<file path="src/rtl/arb_pkg.sv">
// Shared sizing, types and index helper for the round-robin arbiter slice.
package arb_pkg;

   localparam int NUM_REQ_MAX = 8;

   typedef logic [NUM_REQ_MAX-1:0] req_vec_t;

   // Single-step modulo: callers guarantee 0 <= a < 2*n.
   function automatic int wrap_idx(input int a, input int n);
      return (a >= n) ? a - n : a;
   endfunction

endpackage

</file>
<file path="src/rtl/ps_fixed.sv">
// Combinational fixed-priority selector: isolates the lowest set request bit.
module ps_fixed #(
   parameter int N = 4
) (
   input  logic [N-1:0] req,
   output logic [N-1:0] gnt
);

   // Two's-complement trick keeps only the least significant set bit.
   assign gnt = req & (~req + N'(1));

endmodule

</file>
<file path="src/rtl/rr_arb4.sv">
// Registered round-robin arbiter: rotate by last+1, fixed-priority pick, rotate back.
// Macro RR_ARB_GRANT_HOLD_EN: current grantee keeps gnt while its req stays high.
module rr_arb4
   import arb_pkg::*;
#(
   parameter int NUM_REQ = 4
) (
   input  logic                       clock,
   input  logic                       reset,
   input  logic                       en,
   input  logic [NUM_REQ-1:0]         req,
   output logic [NUM_REQ-1:0]         gnt,
   output logic [$clog2(NUM_REQ)-1:0] gnt_idx,
   output logic                       busy
);

   localparam int IW = $clog2(NUM_REQ);

   generate
      if (NUM_REQ < 2 || NUM_REQ > NUM_REQ_MAX) begin : g_bad_num_req
         $error("rr_arb4: NUM_REQ out of range");
      end
   endgenerate

   logic [NUM_REQ-1:0] gnt_reg, gnt_next;
   logic [NUM_REQ-1:0] rot_req, rot_sel, gnt_rr;
   logic [IW-1:0]      last_reg, last_next;
   logic [IW-1:0]      idx_reg, idx_next;
   logic [IW-1:0]      start;
   logic [IW-1:0]      rr_idx;

   // Scan starts one past the most recent winner.
   assign start = (last_reg == IW'(NUM_REQ - 1)) ? '0 : last_reg + IW'(1);

   genvar gi;
   generate
      for (gi = 0; gi < NUM_REQ; gi++) begin : g_rot
         assign rot_req[gi] = req[IW'(wrap_idx(gi + int'(start), NUM_REQ))];
         assign gnt_rr[gi]  = rot_sel[IW'(wrap_idx(gi + NUM_REQ - int'(start), NUM_REQ))];
      end
   endgenerate

   ps_fixed #(
      .N (NUM_REQ)
   ) u_ps_fixed (
      .req (rot_req),
      .gnt (rot_sel)
   );

   always_comb begin
      rr_idx = '0;
      for (int i = 0; i < NUM_REQ; i++) begin
         if (gnt_rr[i]) rr_idx = IW'(i);
      end
   end

   always_comb begin
      gnt_next  = '0;
      idx_next  = '0;
      last_next = last_reg;
      if (en) begin
`ifdef RR_ARB_GRANT_HOLD_EN
         // last already equals the holder's index, so it stays put.
         if (|(gnt_reg & req)) begin
            gnt_next = gnt_reg;
            idx_next = idx_reg;
         end else
`endif
         if (|req) begin
            gnt_next  = gnt_rr;
            idx_next  = rr_idx;
            last_next = rr_idx;
         end
      end
   end

   always_ff @(posedge clock) begin
      if (reset) begin
         gnt_reg  <= '0;
         idx_reg  <= '0;
         last_reg <= IW'(NUM_REQ - 1);
      end else begin
         gnt_reg  <= gnt_next;
         idx_reg  <= idx_next;
         last_reg <= last_next;
      end
   end

   assign gnt     = gnt_reg;
   assign gnt_idx = idx_reg;
   assign busy    = |gnt_reg;

endmodule

</file>
<file path="config.mk">
export PLATFORM = sky130hd
export DESIGN_NAME = rr_arb4
export DESIGN_NICKNAME = d
export VERILOG_FILES = /design/src/rtl/arb_pkg.sv /design/src/rtl/ps_fixed.sv /design/src/rtl/rr_arb4.sv
export SDC_FILE = /design/constraint.sdc
export NUM_CORES = 1
export LEC_CHECK = 0
export ABC_CLOCK_PERIOD_IN_PS = 2600
export BUFFER_PORTS_ARGS = -buffer_cell sky130_fd_sc_hd__clkbuf_2
export CAP_MARGIN = 20
export CORE_AREA = 4 4 41 43
export CTS_CLUSTER_SIZE = 8
export DETAILED_ROUTE_END_ITERATION = 10
export DIE_AREA = 0 0 45 47
export GPL_TIMING_DRIVEN = 0
export PLACE_DENSITY = 0.64
export SYNTH_ARGS = -nofsm -noshare
export SYNTH_HDL_FRONTEND = slang
export SYNTH_HIERARCHICAL = 1
export SYNTH_SLANG_ARGS = --single-unit
</file>
<file path="constraint.sdc">
create_clock -name clock -period 2.6 [get_ports clock]
set_input_delay 0.52 -clock clock [delete_from_list [all_inputs] [get_ports clock]]
set_output_delay 0.52 -clock clock [all_outputs]
set_load 0.005 [all_outputs]
</file>
== Word level (Yosys, flattened, before mapping) ==
Cells that the tools add are included.

* Reductions and logical operators: 4
* Mux-type cells: 36
* Bitwise logic cells: 4
* Order comparisons: 16
* Eq/ne operators: 1
* $add $sub $neg: 17

{| class="wikitable"
|+ Operator list
! kind !! number
|-
| $lt A2 B4 Y1 const B || 8
|-
| $mux W2 || 11
|-
| $mux W1 || 17
|-
| $bmux W1 S2 || 8
|-
| $ge A4 B4 Y1 const B || 4
|-
| $sub A2 B1 Y2 const B || 8
|-
| $sub A3 B2 Y4 const A || 4
|-
| $ge A3 B3 Y1 const B || 3
|-
| $reduce_or A4 Y1 || 2
|-
| $add A2 B2 Y3 const A || 2
|-
| $add A4 B1 Y4 const B || 1
|-
| $and A4 B4 Y4 || 1
|-
| $not A4 Y4 || 1
|-
| $add A1 B2 Y3 const A || 1
|-
| $ge A2 B3 Y1 const B || 1
|-
| $reduce_or A3 Y1 || 1
|-
| $add A2 B1 Y2 const B || 1
|-
| $eq A2 B2 Y1 const B || 1
|-
| $not A1 Y1 || 2
|-
| $reduce_and A2 Y1 || 1
|}

* Output and inout bits: 7
* Logic and storage cells: 81
* Bits in registers: 8

== Longest topological paths before layout ==
* Depth in word-level cells: 17
* Gate-level depth with buffers: 9
* Gate-level depth less buffers: 9

== Hierarchy ==
Netlist, hierarchy kept.

{| class="wikitable"
|+ By module, submodules not included
! module !! area each (um^2) !! cells an instance !! instances
|-
| rr_arb4 || 479.2 || 41 || 1
|-
| ps_fixed || 36.3 || 4 || 1
|}

== Worst setup path after synthesis ==
Ideal clock, no wire load.

* Path kind: reg2reg
* Start point: reg last_reg[0]
* End point: reg last_reg[0]
* Clock period less this slack: 2.237 ns
* Arrival: 2.175 ns
* Slack: 0.363 ns
* Path buffers: 1
* Cell stages (with the launch flop): 9
* Library setup time: 0.062 ns
* Cells stage by stage: dfxtp_1 -> ha_1 -> nor2_4 -> mux2i_1 -> mux2i_1 -> buf_4 -> mux4_2 -> a2111o_1 -> nand3_1

* Elaborated cells on any way between the ends: 57
* Those cells by class: add/sub (15); order compare (7); eq/ne (1); mux (32); bitwise (2)

{| class="wikitable"
|+ RTL lines
! element !! line !! source
|-
| from (decl) || rr_arb4.sv:27 || <nowiki>logic [IW-1:0] last_reg, last_next;</nowiki>
|-
| from (signal assigned) || rr_arb4.sv:81 || <nowiki>last_reg <= IW'(NUM_REQ - 1);</nowiki>
|-
| from (signal assigned) || rr_arb4.sv:85 || <nowiki>last_reg <= last_next;</nowiki>
|-
| $add A2 B1 Y2 or $eq A2 B2 Y1 (tied branches) || rr_arb4.sv:33 || <nowiki>assign start = (last_reg == IW'(NUM_REQ - 1)) ? '0 : last_reg + IW'(1);</nowiki>
|-
| $mux W2 * || rr_arb4.sv:33 ||
|-
| $ge A2 B3 Y1 or $sub A2 B1 Y2 (tied branches) || arb_pkg.sv:10 || <nowiki>return (a >= n) ? a - n : a;</nowiki>
|-
| $mux W2 * || arb_pkg.sv:10 ||
|-
| $bmux W1 S2 * || rr_arb4.sv:38 || <nowiki>assign rot_req[gi] = req[IW'(wrap_idx(gi + int'(start), NUM_REQ))];</nowiki>
|-
| $mux W1 (implied by the code) * (2 in a row) || rr_arb4.sv:38 ||
|-
| via rot_req[0] || rr_arb4.sv:26 || <nowiki>logic [NUM_REQ-1:0] rot_req, rot_sel, gnt_rr;</nowiki>
|-
| $not A4 Y4 || ps_fixed.sv:10 || <nowiki>assign gnt = req & (~req + N'(1));</nowiki>
|-
| $add A4 B1 Y4 || ps_fixed.sv:10 ||
|-
| $and A4 B4 Y4 * || ps_fixed.sv:10 ||
|-
| via rot_sel[0] || rr_arb4.sv:26 ||
|-
| $bmux W1 S2 || rr_arb4.sv:39 || <nowiki>assign gnt_rr[gi] = rot_sel[IW'(wrap_idx(gi + NUM_REQ - int'(start), NUM_REQ))];</nowiki>
|-
| $mux W1 (implied by the code) (2 in a row) || rr_arb4.sv:39 ||
|-
| $mux W1 || rr_arb4.sv:53 || <nowiki>if (gnt_rr[i]) rr_idx = IW'(i);</nowiki>
|-
| $mux W2 || rr_arb4.sv:53 ||
|-
| $mux W2 * || rr_arb4.sv:53 ||
|}

The timed path passes the listed nets; every way through them passes the cells marked *. The select of a mux whose other input is x is not followed.
A chain may end at the register's enable or synchronous reset.

== Final worst setup path ==
* Start point: reg last_reg[0]
* End point: reg last_reg[0]

* Longest elaborated chain between the ends: 17
* Elaborated cells on any way between the ends: 57
* Those cells by class: add/sub (15); order compare (7); eq/ne (1); mux (32); bitwise (2)

{| class="wikitable"
|+ Ends and longest elaborated chain
! element !! line
|-
| $add A2 B1 Y2 or $eq A2 B2 Y1 (tied branches) || rr_arb4.sv:33
|-
| $mux W2 * || rr_arb4.sv:33
|-
| $add A1 B2 Y3 * || rr_arb4.sv:38
|-
| $ge A3 B3 Y1 or $sub A2 B1 Y2 (tied branches) || arb_pkg.sv:10
|-
| $mux W2 * || arb_pkg.sv:10
|-
| $bmux W1 S2 * || rr_arb4.sv:38
|-
| $mux W1 (implied by the code) * (2 in a row) || rr_arb4.sv:38
|-
| via rot_req[1] || rr_arb4.sv:26
|-
| $not A4 Y4 * || ps_fixed.sv:10
|-
| $add A4 B1 Y4 * || ps_fixed.sv:10
|-
| $and A4 B4 Y4 * || ps_fixed.sv:10
|-
| via rot_sel[3] || rr_arb4.sv:26
|-
| $bmux W1 S2 || rr_arb4.sv:39
|-
| $mux W1 (implied by the code) (2 in a row) || rr_arb4.sv:39
|-
| $mux W1 || rr_arb4.sv:53
|-
| $mux W2 || rr_arb4.sv:53
|-
| $mux W2 * || rr_arb4.sv:53
|}

Marks and branches as above.

==> flow_summary.toml <==
[run_status]
status = "complete, no violations"

[placed_design]
place_congestion = 0.705
dpl_worst_slack_ps = 66.6
dpl_cell_area_um2 = 599
io_buffers = 13
hpwl_um = 767

[sta]
setup_violations = 0
period_minus_slack_ps = 2420
slew_headroom_pct = 68.1
hold_viol_final = 0
clock_skew_ps = 1.56
layout_setup_ws_ps = 182
fin_setup_tns_ps = 0
max_freq_mhz = 414
worstMarginPinSlew_ps = 473
holdWs_ps = 518
rsz0062_at_grt = "no"
slew_viol_final = 0
finalCritPeriodShare_pct = 93.0

[grt]
grt.total_usage_pct = 10.1
grt_first_pass_wirelength_mm = 1.51
overflow = 0
grt_pass1_vias = 393
grt_max_degree = 11
grt_antenna_before_repair = 0

[routing]
firstDrtPassIters = 2
via_per_inst = 5.36
dr_wl_met2_um = 483
highest_layer = "met3"
vias = 413
first_iter_violations = 2
routed_wl_um = 957
drtAntennaViolNets = 0
wl_met1_um = 405
post_drt_wl_per_cell_um = 12.4
wl_met3_um = 68
drcViolationCount = 0

[setup_path]
path_class = "register to register"
cp_slowest_cell = "nor4b_2"
endpoint_kind = "register"
cpPeakStageDelay_ps = 450
cp.required_ps = 2790
cp-start-kind = "register"
cp_max_fo = 6
crit_top_cell = "mux2i_1"
arrival_ps = 2610
crit_chain = "ha_1 > nor2_4 > mux2i_1 > mux2i_1 > nor4b_2 > a211oi_1 > a2111o_1 > nand3_1"

[clock_network]
cts_buffers = 3
clk_pin_slew_ps = 50
cts_tree = "built"
cts_root_buffer = "clkbuf_4"
cts.path.max_buffers = 2
htree_levels = 1
clock_sinks = 8
clk_latency_ps = 250

[layout]
final_common_cell = "clkbuf_2"
area_growth_pct = 23.8
num-nets-final = 72
nFillCells = 138
drive_above_1_share_pct = 43.5
antenna_cells = 0
final_cell_area_um2 = 638
final_cell_mix = "clkbuf_2, mux2i_1, dfxtp_1, clkbuf_4"
largest_reg_flops = 4

[floorplan]
start_util_pct = 39.6
die_h_um = 47
core_area_um2 = 1300
rows = 13
die-width_um = 45
pin_count = 14
die-area_um2 = 2120

[job]
maxCapViolCount = 0

[synthesis]
netlist_instances = 45
ys_seq_area_share_pct = 31.1
synth_fp_nets = 53
synth_top_area_cell = "dfxtp_1"
synth_top_area_share_pct = 31.1
synth-seq-cells = 8
syn-cell-area_um2 = 515
ys_warn_count = 6
synth_cell_types = 25
avgSynthCellArea_um2 = 11.5
synth.area.top_cells = "dfxtp_1, mux2i_1, mux4_1"

[pwr]
p_per_area_nw_per_um2 = 759
vdd_drop_max_mv = 0.275
finalPower_uw = 485
power_leakage_uw = 0.000293

[hold_path]
hp-class = "register to register"
==> repair_timing <==
| item | 4_1_cts | 5_1_grt |
|---|---|---|
| setup buffers | 0 | 1 |
| hold buffers | 0 | 0 |
| gates resized for setup | 0 | 2 |
| setup endpoints to repair | 0 | 2 |
==> path summary, 6_finish.rpt <==
path | from | end | slack (ps) | cells after the start
worst max-delay path | last_reg[0] | last_reg[0] | 180 | 8
worst min-delay path | last_reg[1] | last_reg[1] | 520 | 2
worst max register to register | last_reg[0] | last_reg[0] | 180 | 8
worst min register to register | last_reg[1] | last_reg[1] | 520 | 2
==> power breakdown <==
group | switching, uW | leakage [uW] | internal (uW) | total, uW
clock | 37.2 | 0.0000138 | 52.5 | 89.7
sequential | 10.2 | 0.0000656 | 144 | 154
combinational | 115 | 0.000214 | 126 | 241
total | 162 | 0.000293 | 322 | 485
==> logic make-up (layout without fill, tap and decap cells) <==
kind of cell    Yosys count  after routing  synth area share [%]
simple gates             15             15                  20.1
fa+ha+maj                 1              1                  2.43
buf+inv                   3             20                  3.15
compound gates            5              5                  9.22
mux                      13             13                  34.0
flops                     8              8                  31.1
==> final cells by class <==
cell class / instances / area [um^2] / share of cell area (%)
Buffer: 2 / 12.5 / 1.96
Clock buffer: 3 / 22.5 / 3.53
Inverter: 1 / 3.75 / 0.588
Multi-Input combinational cell: 34 / 348 / 54.5
Sequential cell: 8 / 160 / 25.1
Tap cell: 15 / 18.8 / 2.94
Timing Repair Buffer: 14 / 72.6 / 11.4
==> critical path: cells and delay by family, from the launching register on <==
family          cells  cell delay (ps)
mux                 2              430
compound gates      2              600
flops               1              340
simple gates        3              760
fa+ha+maj           1              240
==> per-stage QoR <==
step	instances	utilization [%]
after global routing	77	49.0
final	77	49.0
after floorplan	45	-
after global placement	73	46.1
after detailed placement	73	46.1
after CTS	76	47.8
==> per-layer routing <==
layer | track usage [%] | vias to the layer above
met5 | 0 | -
met2 | 18.6 | 14
li1 | - | 209
met1 | 9.72 | 190
met3 | 1.53 | 0
met4 | 8.77 | 0
==> synthesized netlist by cell type (all sizes together) <==
library cell  number
nor3b              1
a211oi             2
mux4               3
nand3              1
dfxtp              8
or4                1
a2111o             1
nor2               2
buf                2
mux2i             10
nand2b             1
or2                1
a21oi              1
ha                 1
nor4b              1
and2               2
nor2b              2
o41ai              1
nand3b             1
nand2              2
inv                1
(Power assumes the default switching activity.)
